--- src/rtl/gray_frame_ctrl_if.sv ---
// -----------------------------------------------------------------------------
// gray_frame_ctrl_if
//   Bundles the control, source-read and destination-write signals of the
//   RGB-to-gray frame converter.
//
//   Signals:
//     start     frame request (host -> controller)
//     count     pixels to convert, sampled with start
//     busy      frame in progress
//     done      last frame finished, held until next accepted start or reset
//     rd_en     source SRAM read strobe
//     rd_addr   source SRAM address
//     rd_data   source RGB pixel {R,G,B}, valid one cycle after rd_en
//     wr_en     destination SRAM write strobe
//     wr_addr   destination SRAM address
//     wr_data   gray pixel {Y,Y,Y}
//     wr_ready  destination accepts the write this cycle
//
//   Modports:
//     master    the controller itself
//     slave     host plus the two memories around it
// -----------------------------------------------------------------------------
interface gray_frame_ctrl_if #(
  parameter int ADDR_WIDTH = 10
);
  logic                  start;
  logic [ADDR_WIDTH-1:0] count;
  logic                  busy;
  logic                  done;
  logic                  rd_en;
  logic [ADDR_WIDTH-1:0] rd_addr;
  logic [23:0]           rd_data;
  logic                  wr_en;
  logic [ADDR_WIDTH-1:0] wr_addr;
  logic [23:0]           wr_data;
  logic                  wr_ready;

  modport master (
    input  start, count, rd_data, wr_ready,
    output busy, done, rd_en, rd_addr, wr_en, wr_addr, wr_data
  );

  modport slave (
    output start, count, rd_data, wr_ready,
    input  busy, done, rd_en, rd_addr, wr_en, wr_addr, wr_data
  );
endinterface

--- src/rtl/gray_frame_ctrl.sv ---
// -----------------------------------------------------------------------------
// gray_frame_ctrl
//   Walks a frame of up to DEPTH RGB pixels, reading each from a source SRAM,
//   converting it to gray (Y = (R + 2G + B) / 4, replicated into all three
//   channels) and writing it to the same address in a destination SRAM.
//   One pixel takes RD -> CV -> WR, i.e. three cycles when wr_ready is high.
//
//   Ports:
//     clk   single clock, rising edge
//     rst   synchronous active-high reset, wins over everything
//     bus   gray_frame_ctrl_if.master (see interface header)
// -----------------------------------------------------------------------------
module gray_frame_ctrl #(
  parameter int ADDR_WIDTH = 10,
  parameter int DEPTH      = 600
) (
  input  logic                clk,
  input  logic                rst,
  gray_frame_ctrl_if.master   bus
);

  localparam logic [1:0] IDLE = 2'd0;
  localparam logic [1:0] RD   = 2'd1;
  localparam logic [1:0] CV   = 2'd2;
  localparam logic [1:0] WR   = 2'd3;

  localparam logic [ADDR_WIDTH-1:0] DEPTH_A = ADDR_WIDTH'(DEPTH);

  logic [1:0]            state_q,  state_d;
  logic [ADDR_WIDTH-1:0] index_q,  index_d;
  logic [ADDR_WIDTH-1:0] count_q,  count_d;
  logic [23:0]           result_q, result_d;
  logic                  done_q,   done_d;

  // One extra bit so that index+1 can equal a full DEPTH-sized frame count.
  logic [ADDR_WIDTH:0]   index_inc;

  function automatic logic [7:0] gray_of(input logic [23:0] rgb);
    logic [9:0] sum;
    // 255 + 510 + 255 = 1020 fits in 10 bits, so no overflow handling needed.
    sum = {2'b00, rgb[23:16]} + {1'b0, rgb[15:8], 1'b0} + {2'b00, rgb[7:0]};
    return sum[9:2];
  endfunction

  assign index_inc = {1'b0, index_q} + (ADDR_WIDTH+1)'(1);

  always_comb begin
    // NOTE: every next-state signal takes its held value first, so no path
    // through the case below can leave one unassigned and infer a latch.
    state_d  = state_q;
    index_d  = index_q;
    count_d  = count_q;
    result_d = result_q;
    done_d   = done_q;

    case (state_q)
      IDLE: begin
        if (bus.start) begin
          if (bus.count == '0) begin
            // Empty frame: report completion without touching memory.
            done_d = 1'b1;
          end else begin
            state_d = RD;
            index_d = '0;
            count_d = (bus.count > DEPTH_A) ? DEPTH_A : bus.count;
            done_d  = 1'b0;
          end
        end
      end
      RD: state_d = CV;
      CV: begin
        result_d = {3{gray_of(bus.rd_data)}};
        state_d  = WR;
      end
      WR: begin
        if (bus.wr_ready) begin
          if (index_inc == {1'b0, count_q}) begin
            // Last pixel: index stays on the final address so it never
            // steps past DEPTH-1.
            state_d = IDLE;
            done_d  = 1'b1;
          end else begin
            index_d = index_inc[ADDR_WIDTH-1:0];
            state_d = RD;
          end
        end
      end
      default: state_d = IDLE;
    endcase
  end

  // NOTE: state registers use non-blocking assignments so every flop samples
  // the pre-edge values, independent of statement order.
  always_ff @(posedge clk) begin
    if (rst) begin
      state_q  <= IDLE;
      index_q  <= '0;
      count_q  <= '0;
      result_q <= '0;
      done_q   <= 1'b0;
    end else begin
      state_q  <= state_d;
      index_q  <= index_d;
      count_q  <= count_d;
      result_q <= result_d;
      done_q   <= done_d;
    end
  end

  // Strobes decode straight from state; addresses and data come from
  // registers, so reset drives all of them to zero in the same edge.
  assign bus.rd_en   = (state_q == RD);
  assign bus.rd_addr = index_q;
  assign bus.wr_en   = (state_q == WR);
  assign bus.wr_addr = index_q;
  assign bus.wr_data = result_q;
  assign bus.busy    = (state_q != IDLE);
  assign bus.done    = done_q;

endmodule

--- src/flat_wrapper.sv ---
// flat-port wrapper written by rule: the top's interface ports become plain ports
module gray_frame_ctrl_flat 
#(
  parameter int ADDR_WIDTH = 10,
  parameter int DEPTH      = 600
)
  (clk, rst, bus_start, bus_count, bus_rd_data, bus_wr_ready, bus_busy, bus_done, bus_rd_en, bus_rd_addr, bus_wr_en, bus_wr_addr, bus_wr_data);
  gray_frame_ctrl_if #(.ADDR_WIDTH(ADDR_WIDTH)) bus_i ();
  input  logic clk;
  input  logic rst;
  input wire logic [$bits(bus_i.start)-1:0] bus_start;
  input wire logic [$bits(bus_i.count)-1:0] bus_count;
  input wire logic [$bits(bus_i.rd_data)-1:0] bus_rd_data;
  input wire logic [$bits(bus_i.wr_ready)-1:0] bus_wr_ready;
  output wire logic [$bits(bus_i.busy)-1:0] bus_busy;
  output wire logic [$bits(bus_i.done)-1:0] bus_done;
  output wire logic [$bits(bus_i.rd_en)-1:0] bus_rd_en;
  output wire logic [$bits(bus_i.rd_addr)-1:0] bus_rd_addr;
  output wire logic [$bits(bus_i.wr_en)-1:0] bus_wr_en;
  output wire logic [$bits(bus_i.wr_addr)-1:0] bus_wr_addr;
  output wire logic [$bits(bus_i.wr_data)-1:0] bus_wr_data;
  assign bus_i.start = bus_start;
  assign bus_i.count = bus_count;
  assign bus_i.rd_data = bus_rd_data;
  assign bus_i.wr_ready = bus_wr_ready;
  assign bus_busy = bus_i.busy;
  assign bus_done = bus_i.done;
  assign bus_rd_en = bus_i.rd_en;
  assign bus_rd_addr = bus_i.rd_addr;
  assign bus_wr_en = bus_i.wr_en;
  assign bus_wr_addr = bus_i.wr_addr;
  assign bus_wr_data = bus_i.wr_data;
  gray_frame_ctrl #(.ADDR_WIDTH(ADDR_WIDTH), .DEPTH(DEPTH)) u_core (.clk(clk), .rst(rst), .bus(bus_i));
endmodule
--- config.mk ---
export PLATFORM = sky130hd
export DESIGN_NAME = gray_frame_ctrl_flat
export DESIGN_NICKNAME = d
export VERILOG_FILES = /design/src/rtl/gray_frame_ctrl_if.sv /design/src/rtl/gray_frame_ctrl.sv /design/src/flat_wrapper.sv
export SDC_FILE = /design/constraint.sdc
export NUM_CORES = 1
export LEC_CHECK = 0
export ABC_CLOCK_PERIOD_IN_PS = 3800
export BUFFER_PORTS_ARGS = -buffer_cell sky130_fd_sc_hd__buf_2
export CORE_MARGIN = 4
export CORE_UTILIZATION = 45
export CTS_BUF_LIST = sky130_fd_sc_hd__clkbuf_4 sky130_fd_sc_hd__clkbuf_8
export DETAILED_ROUTE_END_ITERATION = 10
export PLACE_DENSITY = 0.74
export RECOVER_POWER = 50
export SETUP_SLACK_MARGIN = 0.3
export SLEW_MARGIN = 15
export SYNTH_ARGS = -nofsm -noshare
export SYNTH_HDL_FRONTEND = slang
export SYNTH_SLANG_ARGS = --single-unit
--- constraint.sdc ---
create_clock -name clk -period 3.8 [get_ports clk]
set_input_delay 0.76 -clock clk [delete_from_list [all_inputs] [get_ports clk]]
set_output_delay 0.76 -clock clk [all_outputs]
set_load 0.005 [all_outputs]
==> Word level (Yosys, flattened, before mapping) <==
Cells that the tools add are included.
{ "op_classes": {"n_addsub": 3, "order_cmp": 1, "n_eq_ne": 9, "n_mux": 16, "bitwise": 1, "n_reduce_logical": 8} }
{ "ops": {"columns": ["op", "n"], "rows": [
  ["10-bit 2-to-1 mux", 5],
  ["10-bit case mux with 2 select lines", 1],
  ["10-bit by 1-bit adder with 11-bit output, second input constant", 1],
  ["11-bit by 10-bit equality test with 1-bit output", 1],
  ["10-bit by 8-bit adder with 10-bit output", 1],
  ["8-bit by 9-bit adder with 10-bit output", 1],
  ["10-bit greater-than comparator, second input constant", 1],
  ["10-bit logical NOT", 1],
  ["2-bit != test, second input constant", 4],
  ["2-bit case mux with 4 select lines", 1],
  ["2-bit 2-to-1 mux", 3],
  ["3-bit AND reduction", 2],
  ["1-bit 2-to-1 mux", 5],
  ["5-bit AND reduction", 1],
  ["2-bit equality test, second input constant", 2],
  ["4-bit AND reduction", 1],
  ["2-bit nonzero test", 2],
  ["2-bit by 1-bit equality test with 1-bit output, second input constant", 1],
  ["2-bit logical NOT", 1],
  ["2-bit by 1-bit != test with 1-bit output, second input constant", 1],
  ["1-bit case mux with 2 select lines", 1],
  ["1-bit inverter", 1]
]} }
{ "totals": {"regBits": 47, "input_bits": 38, "output_inout_bits": 48, "elab_cells": 43} }

==> Longest topological paths before layout <==
Gate-level depths: netlist (run 1).
{ "depth": {"word_depth": 5, "depth_mapped": 10, "ltp_nobuf": 10} }

==> Worst setup path before layout (run 1) <==
Ideal clock, no wire load.
{ "synth_path": {"kind": "input to register", "startpoint": "input port bus_rd_data[2]", "endpoint": "register u_core.result_q[15], in the netlist u_core.bus.wr_data[15]", "setup_ns": 0.091, "t_arrival_ns": 2.829, "required_time_ns": 3.709, "slack_ns": 0.881, "cell_stages": 10, "path_buffers": 0, "cell_sequence": "fa_1 > inv_1 > fa_1 > nor2b_1 > o21ai_0 > a21boi_0 > o21ai_0 > a21boi_0 > o21ai_0 > a311oi_1"} }
{ "synth_via": {"elab_chain_cells": 1} }
{ "synth_rtl": {"columns": ["element", "line", "rtl"], "rows": [
  ["start: declaration", "flat_wrapper.sv:13", "input wire logic [$bits(bus_i.rd_data)-1:0] bus_rd_data;"],
  ["10-bit by 8-bit adder with 10-bit output", "gray_frame_ctrl.sv:41", "sum = {2'b00, rgb[23:16]} + {1'b0, rgb[15:8], 1'b0} + {2'b00, rgb[7:0]};"],
  ["end signal: assignment", "gray_frame_ctrl.sv:105", "result_q <= result_d;"],
  ["end: declaration", "gray_frame_ctrl.sv:32", "logic [23:0] result_q, result_d;"]
]} }
Every way passes these cells.
A chain may end at the register's enable or synchronous reset.

==> Worst setup path after layout (run 1) <==
{ "layout_path": {"startpoint": "input port bus_rd_data[1]", "endpoint": "register u_core.result_q[15], in the netlist u_core.bus.wr_data[15]"} }
Same word-level chain as after synthesis.

==> results of run 1 <==
## per-stage QoR
step	std cells	hold WS [ns]	power [mW]
floorplan	269	0.444	0.790
global placement	388	0.456	0.900
detailed placement	388	0.460	0.910
CTS	394	0.469	1.15
global route	394	0.486	1.24
finish	394	0.466	1.13
## where the power goes
part           internal, mW  total, mW  switching, mW  leakage (nW)
Combinational         0.211      0.477          0.265         0.853
Clock                 0.129      0.238          0.109        0.0406
Sequential            0.374      0.420         0.0461         0.252
## cell usage after synthesis (3+ instances only)
| cell | instances |
|---|---|
| a211oi_1 | 3 |
| a21boi_0 | 3 |
| a21oi_1 | 9 |
| a22oi_1 | 3 |
| and3_1 | 4 |
| buf_4 | 27 |
| clkbuf_1 | 4 |
| dfxtp_1 | 31 |
| fa_1 | 8 |
| ha_1 | 12 |
| inv_1 | 19 |
| mux2i_1 | 6 |
| nand2_1 | 19 |
| nand3_1 | 11 |
| nand4_1 | 4 |
| nor2_1 | 20 |
| nor2b_1 | 5 |
| nor3_1 | 13 |
| o21a_1 | 3 |
| o21ai_0 | 7 |
| o221ai_2 | 3 |
| o311ai_0 | 3 |
| o31ai_1 | 4 |
| or4_1 | 3 |
| xnor2_1 | 14 |
| xor2_1 | 3 |
## metal layers
metal  global-route usage  up-vias
met5                    0        -
met4               0.0550        0
met3               0.0361        8
met2                0.259       74
met1                0.229      930
li1                     -     1040
## worst max path at each step
| stage | slack [ns] | to | start | cells past startpoint |
|---|---|---|---|---|
| 2_1_floorplan | 0.88 | u_core.bus.wr_data[15]$_SDFFE_PP0N_ | bus_rd_data[2] | 10 |
| 3_3_place_gp | 0.66 | u_core.bus.wr_data[15]$_SDFFE_PP0N_ | bus_rd_data[2] | 11 |
| 3_5_place_dp | 0.53 | u_core.bus.wr_data[15]$_SDFFE_PP0N_ | bus_rd_data[2] | 11 |
| 4_1_cts | 0.81 | u_core.bus.wr_data[15]$_SDFFE_PP0N_ | bus_rd_data[2] | 11 |
| 5_1_grt | 0.44 | u_core.bus.wr_data[15]$_SDFFE_PP0N_ | bus_rd_data[2] | 11 |
| 6_report | 0.82 | u_core.bus.wr_data[15]$_SDFFE_PP0N_ | bus_rd_data[1] | 11 |
## sequential cells by signal, indices dropped and copies added (netlist names)
name                cells
u_core.bus.rd_addr     10
u_core.count_q         10
u_core.bus.wr_data      8
u_core.state_q          2
u_core.bus.done         1
## critical path, delay by kind of cell
family	cells	cell delay (ns)
AOI/OAI and AO/OA	6	1.08
adders and majority gates	2	0.98
buffers and inverters	1	0.11
and+or+nand+nor	2	0.24
## cell type report
class,instances,area (µm²)
clock buffer,6,76.3
inverter,19,71.3
timing repair buffer,85,407
tap,67,83.8
fill,472,2210
multi-input combinational,186,1380
sequential,31,621
## kinds of logic (layout without fill, tap and decap cells)
group / Yosys count / count (layout) / synth area share
compound gates: 54 / 54 / 0.180
fa+ha+maj: 20 / 20 / 0.134
buf+inv: 52 / 110 / 0.135
mux: 6 / 6 / 0.0260
flops: 31 / 31 / 0.268
xor+xnor: 17 / 17 / 0.0644
simple gates: 89 / 89 / 0.192
==> impl_metrics.tcl, run 1 <==
set metrics [dict create \
    layout-drive-gt1-share 0.263 \
    synth_edf_count 0 \
    coreArea_mm2 0.00485 \
    worstSkewPairLatency_ns 0.27 \
    ctsHtreeMaxLevel 2 \
    detail-route-antenna-nets 0 \
    pre_cts_ws_ns 0.533 \
    grtUsageTotal 0.167 \
    rrSetupSlack_ns 1.26 \
    antenna_found_initial 0 \
    postCtsSetupBuffers 0 \
    viasPerCell 5.21 \
    ios 86 \
    synth-seq-area-share 0.268 \
    syn_inst 269 \
    r2r_end "u_core.bus.rd_addr[8]$_SDFFE_PP0P_" \
    path_clk_slew_ns 0.06 \
    cp_common_cell "o21ai_0" \
    grt_max_degree 25 \
    crit_path_max_fanout 2 \
    initial_core_util 0.477 \
    postLayoutCellArea_mm2 0.00264 \
    die-area_mm2 0.00635 \
    final_cell_mix "70 x buf_2, 31 x dfxtp_1, 20 x nor2_1, 19 x inv_1, 19 x nand2_1" \
    fin_setup_tns_ns 0 \
    layout.nets 386 \
    yosysWarnings 0 \
    drt_pass1_iterations 4 \
    die_h_um 79.7 \
    hold_depth 2 \
    rsz0062_at_grt "no" \
    syn_to_final_growth_pct 14.1 \
    fin_crit_ns 2.98 \
    ys_ff_latch 31 \
    min_period_over_period 0.785 \
    syn_nets 327 \
    drt-wirelength-per-cell_um 12.8 \
    dr_total_vias 2052 \
    timing.final.ws_setup_ns 0.819 \
    antenna_cells 0 \
    wl_mm 5.03 \
    placed_cell_area_mm2 0.00258 \
    worst_r2r_startpoint "u_core.bus.rd_addr[0]$_SDFFE_PP0P_" \
    final_common_cell "buf_2" \
    max_freq_mhz 335 \
    synthTopCellsByArea "dfxtp_1 27%, buf_4 8.8%, fa_1 6.9%, ha_1 6.5%, xnor2_1 5.3%" \
    crit_type "in2reg" \
    rows 25 \
    holdPathEnd "u_core.count_q[1]$_SDFFE_PP0P_" \
    async_flop_share 0 \
    numCtsBuffers 5 \
    drc_errors 0 \
    dr.max_layer_used "met4" \
    status "completed" \
    grt_overflow 0 \
    path_cells "buf_2, fa_1, nand3_1, fa_1, nor2b_1, o21ai_0, a21boi_0, o21ai_0, a21boi_0, o21ai_0, a311oi_1" \
    synth_top_cell_by_area "dfxtp_1" \
    hold_viol 0 \
    fin_skew_ns 0.00631 \
    final_util 0.544 \
    crit_path_max_incr_delay_ns 0.56 \
    synth.cell_area_mm2 0.00231 \
    yosysTopAreaCellShare 0.268 \
    cp.arrival_ns 3.17 \
    setup_viol 0 \
    drt_iter0_drc 130 \
    dr_wl_met3_um 333 \
    p_per_area_mw_per_mm2 430 \
    place.gp.congestion 0.815 \
    wl_met2_mm 2.27 \
    min_path_type "reg2reg" \
    cp-start-kind "input port" \
    ys_types 48 \
    root_buffer "clkbuf_8" \
    io_buffers 85 \
    die_w_um 79.7 \
    hp-start "u_core.count_q[1]$_SDFFE_PP0P_" \
    clock_path_buffers 2 \
    cap_violations 0 \
    hpwl_mm 4.08 \
    grt_pass1_wl_mm 8.60 \
    cts_tree "built" \
    end_kind "register" \
    cts_hold_buf 0 \
    peakVddDrop_mv 0.302 \
    synth_ff_type "dfxtp_1" \
    clkSinkCount 31 \
    first_global_vias 1934 \
    required_ns 3.99 \
    synth.avg_cell_area_um2 8.60 \
    worst_pin_slew_ns 0.470 \
    reg2reg_depth 8 \
    relSlewSlack 0.686 \
    drv_slew 0 \
    cts.repair.resized 0 \
    slowest_stage "fa_1" \
    leakagePower_nw 1.15 \
    wl_met1_mm 2.34 \
]
(Power assumes the default switching activity.)
==> run 2, diff against run 1 <==
--- a/config.mk
+++ b/config.mk
@@ -5,7 +5,7 @@
 export SDC_FILE = /design/constraint.sdc
 export NUM_CORES = 1
 export LEC_CHECK = 0
-export ABC_CLOCK_PERIOD_IN_PS = 3800
+export ABC_CLOCK_PERIOD_IN_PS = 2900
 export BUFFER_PORTS_ARGS = -buffer_cell sky130_fd_sc_hd__buf_2
 export CORE_MARGIN = 4
 export CORE_UTILIZATION = 45
==> constraint.sdc (replaced) <==
create_clock -name clk -period 2.9 [get_ports clk]
set_input_delay 0.58 -clock clk [delete_from_list [all_inputs] [get_ports clk]]
set_output_delay 0.58 -clock clk [all_outputs]
set_load 0.005 [all_outputs]
==> run 2 against run 1 <==
Clock-buffer cell count is the same. Final cell count is 1.0% higher. Hold slack improved by 0.0011 ns. Sequential power is 30% higher. Core utilization grew 1.4 points. Flip-flop and latch count unchanged. Combinational power is 36% higher. Sequential share of layout area down 0.58 points. Critical endpoint unchanged. Largest cell class unchanged. Highest routed layer unchanged.
==> impl_metrics.tcl, run 2 (synthesis results as in run 1) <==
set metrics [dict create \
    final_common_cell "buf_2" \
    cts_tree "built" \
    ctsHtreeMaxLevel 2 \
    path_clk_slew_ns 0.07 \
    first_global_vias 2034 \
    slowest_stage "fa_1" \
    hold_viol 0 \
    drv_slew 0 \
    detail-route-antenna-nets 0 \
    die_w_um 79.7 \
    worst_pin_slew_ns 0.520 \
    p_seq_frac 0.335 \
    peakVddDrop_mv 0.403 \
    crit_path_max_fanout 2 \
    clock_path_buffers 2 \
    drc_errors 0 \
    rsz0062_at_grt "yes" \
    p_clk_frac 0.270 \
    fin_total_pwr_mw 1.64 \
    drt-wirelength-per-cell_um 13.3 \
    fin_crit_ns 2.56 \
    grtUsageTotal 0.177 \
    cp-start-kind "input port" \
    drt_iter0_drc 72 \
    power.switching_mw 0.583 \
    leakagePower_nw 1.19 \
    ios 86 \
    fin_skew_ns 0.00766 \
    end_kind "register" \
    sw_frac_of_total 0.356 \
    p_per_area_mw_per_mm2 605 \
    cp.arrival_ns 2.76 \
    relSlewSlack 0.653 \
    wl_mm 5.28 \
    syn_to_final_growth_pct 17.0 \
    required_ns 3.10 \
    dr_total_vias 2081 \
    power_frac_comb 0.395 \
    clkSinkCount 31 \
    worstSkewPairLatency_ns 0.29 \
    pre_cts_ws_ns 0.0289 \
    min_path_type "reg2reg" \
    die_h_um 79.7 \
    layout.nets 388 \
    antenna_found_initial 0 \
    rrSetupSlack_ns 0.53 \
    cts_hold_buf 0 \
    rows 25 \
    layout-drive-gt1-share 0.287 \
    cell_internal_pwr_mw 1.05 \
    setup_viol 0 \
    io_buffers 85 \
    cp_top_family "adder cells" \
    min_period_over_period 0.882 \
    drt_pass1_iterations 4 \
    fin_setup_tns_ns 0 \
    initial_core_util 0.477 \
    coreArea_mm2 0.00485 \
    numCtsBuffers 5 \
    crit_path_max_incr_delay_ns 0.56 \
    root_buffer "clkbuf_8" \
    final_cell_mix "72 x buf_2, 31 x dfxtp_1, 20 x nor2_1, 19 x inv_1, 19 x nand2_1" \
    status "completed" \
    final_util 0.558 \
    viasPerCell 5.23 \
    place.gp.congestion 0.851 \
    path_cells "buf_2, fa_1, inv_1, fa_2, nor2b_1, o21ai_1, a21boi_1, o21ai_1, a21boi_1, o21ai_1, a311oi_1" \
    hpwl_mm 4.26 \
    cap_violations 0 \
    grt_max_degree 25 \
    cp_common_cell "o21ai_1" \
    grt_pass1_wl_mm 9.07 \
    die-area_mm2 0.00635 \
    grt_overflow 0 \
    max_freq_mhz 391 \
    antenna_cells 0 \
    worst-path-buf-inv 2 \
    crit_type "in2reg" \
    timing.final.ws_setup_ns 0.341 \
]
run 2: cell count changes in the layout (fill, tap and decap cells not counted), sizes merged:
| cell | delta |
|---|---|
| clkinv | +1 |
| bufinv | +1 |
| buf | +2 |
run 2: worst min-delay path, cell delays in order, from the launching register on:
cell     delay (ns)
dfxtp_1        0.32
nand2_1        0.05
a21oi_1        0.05
run 2: layer usage:
metal / up-vias / global-route usage / part of all wire
li1: 1051 / - / -
met1: 963 / 0.233 / 0.46
met2: 60 / 0.281 / 0.47
met3: 7 / 0.0497 / 0.060
met4: 0 / 0.0550 / 0.0079
met5: - / 0 / 0
run 2: stage by stage:
step                      hold slack [ns]  cells  instance area (µm²)
after floorplan                     0.444    269                 2310
after global placement              0.454    389                 2590
after detailed placement            0.467    389                 2590
after CTS                           0.475    397                 2710
after global routing                0.490    398                 2710
final                               0.467    398                 2710
run 2: path summary, 6_finish.rpt:
check	startpoint	end	cells after the start
setup / recovery	bus_rd_data[2]	u_core.bus.wr_data[15]$_SDFFE_PP0N_	11
hold reg to reg	u_core.count_q[1]$_SDFFE_PP0P_	u_core.count_q[1]$_SDFFE_PP0P_	2
setup reg to reg	u_core.bus.rd_addr[1]$_SDFFE_PP0P_	u_core.bus.rd_addr[5]$_SDFFE_PP0P_	8
hold / removal	u_core.count_q[1]$_SDFFE_PP0P_	u_core.count_q[1]$_SDFFE_PP0P_	2
run 2: power groups by stage:
stage | Combinational (mW) | Sequential, mW | Clock, mW
after floorplan | 0.488 | 0.550 | 0
after global placement | 0.630 | 0.554 | 0
after detailed placement | 0.642 | 0.556 | 0
after CTS | 0.646 | 0.548 | 0.449
after global routing | 0.734 | 0.558 | 0.473
final | 0.647 | 0.548 | 0.443
run 2: area by class of cell:
cell class	count	area, µm²
flip-flops and latches	31	621
clock buffers	6	82.6
well taps	67	83.8
repair buffers	87	422
inverters	19	71.3
clock inverters	2	35.0
fillers	461	2140
multi-input cells	186	1390
run 2: repair_timing:
action,4_1_cts,5_1_grt
setup endpoints to repair,0,11
gates resized for setup,0,6
buffers inserted,0,1
